==> src/rtl/measure_builder.sv <==
// Converts note/rest events into eighth-note score events, tracks bar position and queues them in a show-ahead FIFO.
// Optional MEASURE_SPLIT_EN: split bar-crossing events into tied head/tail pieces.
module measure_builder #(
  parameter int MEASURE_EIGHTHS = 8,
  parameter int FIFO_DEPTH      = 16
) (
  input  logic                          clk_in,
  input  logic                          rst_in,
  input  logic                          new_note_ready,
  input  logic [5:0]                    new_note_tone,
  input  logic                          eighth_note,
  input  logic                          quarter_note,
  input  logic                          half_note,
  input  logic                          whole_note,
  input  logic                          eighth_rest,
  input  logic                          quarter_rest,
  input  logic                          half_rest,
  input  logic                          whole_rest,
  output logic                          ev_valid,
  input  logic                          ev_ready,
  output logic [5:0]                    ev_tone,
  output logic [3:0]                    ev_dur,
  output logic                          ev_rest,
  output logic                          ev_tie,
  output logic                          ev_bar_end,
  output logic [15:0]                   measure_count,
  output logic [$clog2(FIFO_DEPTH):0]   fifo_count,
  output logic                          overflow
);

  localparam int AW = $clog2(FIFO_DEPTH);
  localparam int CW = AW + 1;
  localparam logic [4:0] MEAS = 5'(MEASURE_EIGHTHS);

`ifdef MEASURE_SPLIT_EN
  typedef enum logic [1:0] {IDLE, HEAD, TAIL} state_t;
`else
  typedef enum logic [1:0] {IDLE, HEAD} state_t;
`endif

  // FIFO entry: {tone, dur, rest, tie, bar_end}
  typedef logic [12:0] entry_t;

  state_t        state_q, state_d;
  logic          nr_prev_q;
  logic [5:0]    tone_q, tone_d;
  logic [3:0]    dur_q, dur_d;
  logic          rest_q, rest_d;
  logic [4:0]    pos_q, pos_d;
  logic [15:0]   mc_q, mc_d;
  logic          ovf_q, ovf_d;
  logic [AW-1:0] wr_ptr_q, wr_ptr_d, rd_ptr_q, rd_ptr_d;
  logic [CW-1:0] count_q, count_d;
  entry_t        mem_q [FIFO_DEPTH];
  entry_t        mem_d [FIFO_DEPTH];
`ifdef MEASURE_SPLIT_EN
  logic [4:0]    tail_q, tail_d;
  logic [4:0]    room;
`endif

  logic       capture, cap_valid;
  logic [3:0] dec_dur;
  logic       dec_rest;
  logic [4:0] dur5, sum;
  logic       push, pop, push_ok;
  logic [3:0] wr_dur;
  logic       wr_tie, wr_bar;
  entry_t     head;

  // Longest flag wins; a rest flag at the winning length marks a rest.
  always_comb begin
    dec_dur  = 4'd0;
    dec_rest = 1'b0;
    if (whole_note || whole_rest) begin
      dec_dur  = 4'd8;
      dec_rest = whole_rest;
    end else if (half_note || half_rest) begin
      dec_dur  = 4'd4;
      dec_rest = half_rest;
    end else if (quarter_note || quarter_rest) begin
      dec_dur  = 4'd2;
      dec_rest = quarter_rest;
    end else if (eighth_note || eighth_rest) begin
      dec_dur  = 4'd1;
      dec_rest = eighth_rest;
    end
  end

  assign capture   = new_note_ready && !nr_prev_q;
  assign cap_valid = capture && (dec_dur != 4'd0);
  assign dur5      = {1'b0, dur_q};
  assign sum       = pos_q + dur5;
`ifdef MEASURE_SPLIT_EN
  assign room      = MEAS - pos_q;
`endif

  always_comb begin
    state_d = state_q;
    tone_d  = tone_q;
    dur_d   = dur_q;
    rest_d  = rest_q;
    pos_d   = pos_q;
    mc_d    = mc_q;
    push    = 1'b0;
    wr_dur  = 4'd0;
    wr_tie  = 1'b0;
    wr_bar  = 1'b0;
`ifdef MEASURE_SPLIT_EN
    tail_d  = tail_q;
`endif
    case (state_q)
      IDLE: begin
        if (cap_valid) begin
          tone_d  = new_note_tone;
          dur_d   = dec_dur;
          rest_d  = dec_rest || (new_note_tone == 6'd0);
          state_d = HEAD;
        end
      end
      HEAD: begin
        push    = 1'b1;
        state_d = IDLE;
`ifdef MEASURE_SPLIT_EN
        if (dur5 < room) begin
          wr_dur = dur_q;
          pos_d  = sum;
        end else if (dur5 == room) begin
          wr_dur = dur_q;
          wr_bar = 1'b1;
          pos_d  = 5'd0;
          mc_d   = mc_q + 16'd1;
        end else begin
          wr_dur  = room[3:0];
          wr_tie  = !rest_q;
          wr_bar  = 1'b1;
          pos_d   = 5'd0;
          mc_d    = mc_q + 16'd1;
          tail_d  = dur5 - room;
          state_d = TAIL;
        end
`else
        wr_dur = dur_q;
        if (sum >= MEAS) begin
          wr_bar = 1'b1;
          pos_d  = sum - MEAS;
          mc_d   = mc_q + 16'd1;
        end else begin
          pos_d  = sum;
        end
`endif
      end
`ifdef MEASURE_SPLIT_EN
      TAIL: begin
        push    = 1'b1;
        wr_dur  = tail_q[3:0];
        pos_d   = tail_q;
        state_d = IDLE;
      end
`endif
      default: state_d = IDLE;
    endcase
  end

  // Show-ahead FIFO; a full FIFO still accepts a push when the head pops the same cycle.
  assign ev_valid = (count_q != '0);
  assign pop      = ev_valid && ev_ready;
  assign push_ok  = push && ((count_q < CW'(FIFO_DEPTH)) || pop);

  always_comb begin
    mem_d    = mem_q;
    wr_ptr_d = wr_ptr_q;
    rd_ptr_d = rd_ptr_q;
    count_d  = count_q;
    ovf_d    = ovf_q;
    if (push_ok) begin
      mem_d[wr_ptr_q] = {tone_q, wr_dur, rest_q, wr_tie, wr_bar};
      wr_ptr_d        = wr_ptr_q + AW'(1);
    end
    if (pop) rd_ptr_d = rd_ptr_q + AW'(1);
    if (push_ok && !pop)      count_d = count_q + CW'(1);
    else if (!push_ok && pop) count_d = count_q - CW'(1);
    if ((push && !push_ok) || (cap_valid && state_q != IDLE)) ovf_d = 1'b1;
  end

  always_ff @(posedge clk_in or negedge rst_in) begin
    if (!rst_in) begin
      state_q   <= IDLE;
      nr_prev_q <= 1'b1;
      tone_q    <= '0;
      dur_q     <= '0;
      rest_q    <= 1'b0;
      pos_q     <= '0;
      mc_q      <= '0;
      ovf_q     <= 1'b0;
      wr_ptr_q  <= '0;
      rd_ptr_q  <= '0;
      count_q   <= '0;
      mem_q     <= '{default: '0};
`ifdef MEASURE_SPLIT_EN
      tail_q    <= '0;
`endif
    end else begin
      state_q   <= state_d;
      nr_prev_q <= new_note_ready;
      tone_q    <= tone_d;
      dur_q     <= dur_d;
      rest_q    <= rest_d;
      pos_q     <= pos_d;
      mc_q      <= mc_d;
      ovf_q     <= ovf_d;
      wr_ptr_q  <= wr_ptr_d;
      rd_ptr_q  <= rd_ptr_d;
      count_q   <= count_d;
      mem_q     <= mem_d;
`ifdef MEASURE_SPLIT_EN
      tail_q    <= tail_d;
`endif
    end
  end

  assign head          = mem_q[rd_ptr_q];
  assign ev_tone       = head[12:7];
  assign ev_dur        = head[6:3];
  assign ev_rest       = head[2];
  assign ev_tie        = head[1];
  assign ev_bar_end    = head[0];
  assign measure_count = mc_q;
  assign fifo_count    = count_q;
  assign overflow      = ovf_q;

endmodule

==> config.mk <==
export PLATFORM = sky130hd
export DESIGN_NAME = measure_builder
export DESIGN_NICKNAME = d
export VERILOG_FILES = /design/src/rtl/measure_builder.sv
export SDC_FILE = /design/constraint.sdc
export NUM_CORES = 1
export LEC_CHECK = 0
export BUFFER_PORTS_ARGS = -buffer_cell sky130_fd_sc_hd__buf_2
export CORE_MARGIN = 8
export CORE_UTILIZATION = 46
export CTS_BUF_LIST = sky130_fd_sc_hd__clkbuf_2 sky130_fd_sc_hd__clkbuf_4 sky130_fd_sc_hd__clkbuf_8
export CTS_CLUSTER_DIAMETER = 100
export DETAILED_ROUTE_END_ITERATION = 16
export MAX_ROUTING_LAYER = met4
export PLACE_DENSITY = 0.59
export SLEW_MARGIN = 10
export SYNTH_ARGS = -nofsm -noshare
export SYNTH_HDL_FRONTEND = slang
export SYNTH_SLANG_ARGS = --single-unit
==> constraint.sdc <==
create_clock -name clk_in -period 3.83 [get_ports clk_in]
set_input_delay 1.149 -clock clk_in [delete_from_list [all_inputs] [get_ports clk_in]]
set_output_delay 1.149 -clock clk_in [all_outputs]
set_load 0.05 [all_outputs]
==> impl_metrics.tcl <==
set metrics [dict create \
    holdPathEnd "overflow" \
    grt_max_degree 99 \
    worst_clock_skew_ns 0.0161 \
    drc_errors 0 \
    insertion_delay_ns 0.54 \
    htree_num_levels 2 \
    dominantRegCellSynth "dfrtp_1" \
    fin_crit_sh_pct 97.6 \
    r2r_cells 9 \
    min_from "overflow" \
    async_flop_share_pct 100 \
    synth_area_um2 11100 \
    syn-instance-count 814 \
    finalSetupViolations 0 \
    finalHoldViolCount 0 \
    utilization_pct 52.8 \
    grt_pass1_wl_mm 42.4 \
    dp_hpwl_mm 16.2 \
    synth_edf_count 0 \
    critical_path_class "flip-flop to primary output" \
    arrival_ns 2.59 \
    switching_share_pct 34.7 \
    p_per_area_nw_per_um2 765 \
    viasPerCell 5.59 \
    wl_mm 26.2 \
    grt_antenna_before_repair 0 \
    ir_drop_uv 555 \
    die_h_um 171 \
    grt.busiest_layer "met2" \
    hold_slack_ns 0.456 \
    ys_ff_latch 240 \
    comb_power_share_pct 34.5 \
    cts_buffers 42 \
    dieArea_um2 29300 \
    clkSinkCount 240 \
    syn_nets 848 \
    clock.fmax_mhz 267 \
    grt_use_met2_pct 30.9 \
    syn_avg_cell_area_um2 13.6 \
    hold_path_depth 1 \
    fillers 2036 \
    cts_root_buf "clkbuf_8" \
    grt_setup_unrepaired "false" \
    layout.area.seq_um2 6010 \
    core_area_um2 24000 \
    layout_min_cycle_time_ns 3.74 \
    drtAntennaViolNets 0 \
    met1_usage_pct 25.0 \
    synthToLayoutAreaGrowth_pct 14.1 \
    required_ns 2.68 \
    vias 6887 \
    drv_cap 0 \
    power_frac_seq_pct 39.7 \
    drtPass1Iterations 4 \
    grt.overflow.total 0 \
    fin_setup_tns_ns 0 \
    drive_gt1_share_pct 36.7 \
    cp-end-kind "primary output" \
    fp-row-count 57 \
    yosys.cell_types.count 46 \
    p_leak_nw 5.89 \
    slew_headroom_pct 43.4 \
    multi_input_area_um2 4740 \
    ys_seq_area_share_pct 54.2 \
    die_w_um 171 \
    startpoint_type "flip-flop" \
    grt_pass1_vias 7574 \
    globalplace.congestion 0.783 \
    timing.rr.start "dur_q[0]" \
    timing.rr.end "measure_count[1]" \
    tritoncts "done" \
    antennaDiodeCount 0 \
    initial_utilization_pct 46.3 \
    run_status "finished clean" \
    p_sw_mw 3.36 \
    path_clk_slew_ns 0.06 \
    grtUsageMet3_pct 3.63 \
    port_buffers 52 \
    maxSlewViolCount 0 \
    grt_usage_pct 19.4 \
    pin_count 54 \
    routedWlPerCell_um 21.3 \
    r2r_slack_ns 1.04 \
    hp-class "flip-flop to flip-flop" \
    drt_iter0_drc 378 \
    cts_buffer_depth 3 \
    p_int_mw 6.32 \
    clkPwrFrac_pct 25.8 \
    ys_warn_count 0 \
    worstMarginPinSlew_ns 0.845 \
    crit_path_max_fanout 17 \
    final_nets 910 \
]
==> per-stage QoR <==
stage	cell area, um^2	cells	worst slack [ns]	power (mW)
3_5_place_dp	11700	1150	0.570	7.14
4_1_cts	12600	1228	0.00259	9.74
2_1_floorplan	11100	814	0.663	6.32
6_report	12700	1231	0.0908	9.68
5_1_grt	12700	1231	0.00688	10.2
3_3_place_gp	11700	1150	0.582	6.98
==> power groups by stage <==
stage | Clock [mW] | Combinational, mW | Sequential (mW)
3_5_place_dp | 0 | 3.26 | 3.89
2_1_floorplan | 0 | 2.52 | 3.81
4_1_cts | 2.55 | 3.34 | 3.85
5_1_grt | 2.68 | 3.60 | 3.94
3_3_place_gp | 0 | 3.13 | 3.85
6_report | 2.50 | 3.34 | 3.84
==> routing by layer <==
metal	wire length [um]	vias up
met5	0	-
met4	586	0
met3	1180	52
met2	12800	166
met1	11700	3576
li1	-	3093
==> layout make-up <==
class | instances | area share (%)
flip-flops and latches | 240 | 47.5
clock inverters | 11 | 0.652
well taps | 324 | 3.20
repair buffers | 79 | 4.32
clock buffers | 64 | 6.56
inverters | 12 | 0.356
multi-input cells | 501 | 37.4
==> synthesized netlist by cell type, drive strengths merged, types with 2 or more instances <==
library cell,n,area [um^2]
o211ai,8,60.1
inv,12,45.0
and2,4,25.0
nand2b,2,12.5
xor2,2,17.5
nand2,95,357
a21oi,8,43.8
nor4,2,18.8
nand3b,3,22.5
nor2b,2,12.5
mux2,122,1380
fa,2,40.0
and4,3,26.3
nand4,7,56.3
and3,8,50.1
nand3,13,125
ha,14,175
o21ai,88,444
xnor2,27,244
buf,29,184
dfrtp,239,5980
mux4,60,1440
o2111ai,7,61.3
nor2,13,48.8
a21o,4,30.0
clkbuf,32,120
==> sequential cells by signal (all words and copies together), names as in the netlist <==
register       flops
mem_q            192
wr_ptr_q           4
tone_q             6
nr_prev_q          1
overflow           1
rd_ptr_q           4
dur_q              4
measure_count     16
fifo_count         5
state_q            1
rest_q             1
pos_q              5
==> critical path, stage by stage, from the launching register on <==
cell and delay [ns]:
dfrtp_2 0.42, buf_4 0.15, buf_12 0.18, mux4_1 0.58, mux4_2 0.47, buf_2 0.23
==> timing repair <==
item / CTS / global route
setup endpoints to repair: 2 / 8
gates cloned: 1 / 0
hold buffers: 0 / 0
resized for setup: 1 / 1
buffers inserted: 2 / 3
==> kinds of logic after synthesis <==
logic type | Yosys count | share of synthesized area (%)
buffers and inverters | 73 | 3.15
other | 1 | 0.0338
adders and majority gates | 16 | 1.94
DFF | 240 | 54.2
xor gates and xnor gates | 29 | 2.36
AOI/OAI and AO/OA | 118 | 5.96
muxes | 183 | 25.5
and+or+nand+nor | 154 | 6.91
==> placed cells by master, fill, tap and decap left out, types with 13 or more instances in the layout <==
master / n
buf_2: 51
nor2_1: 13
clkbuf_8: 56
xnor2_1: 26
mux4_2: 36
o21ai_0: 83
nand2_1: 95
mux2_2: 121
buf_4: 21
mux4_1: 24
ha_1: 14
dfrtp_1: 237
==> worst max path at each step <==
stage	startpoint	endpoint	slack, ns	cells past startpoint
floorplan	ev_ready	fifo_count[4]	0.66	12
detailed placement	rd_ptr_q[0]	ev_bar_end	0.57	4
CTS	rd_ptr_q[0]	ev_tone[0]	0.003	4
global route	rd_ptr_q[0]	ev_bar_end	0.007	5
finish	rd_ptr_q[0]	ev_bar_end	0.09	5
global placement	rd_ptr_q[0]	ev_bar_end	0.58	4
No activity file was read; power rests on OpenSTA's default activity.
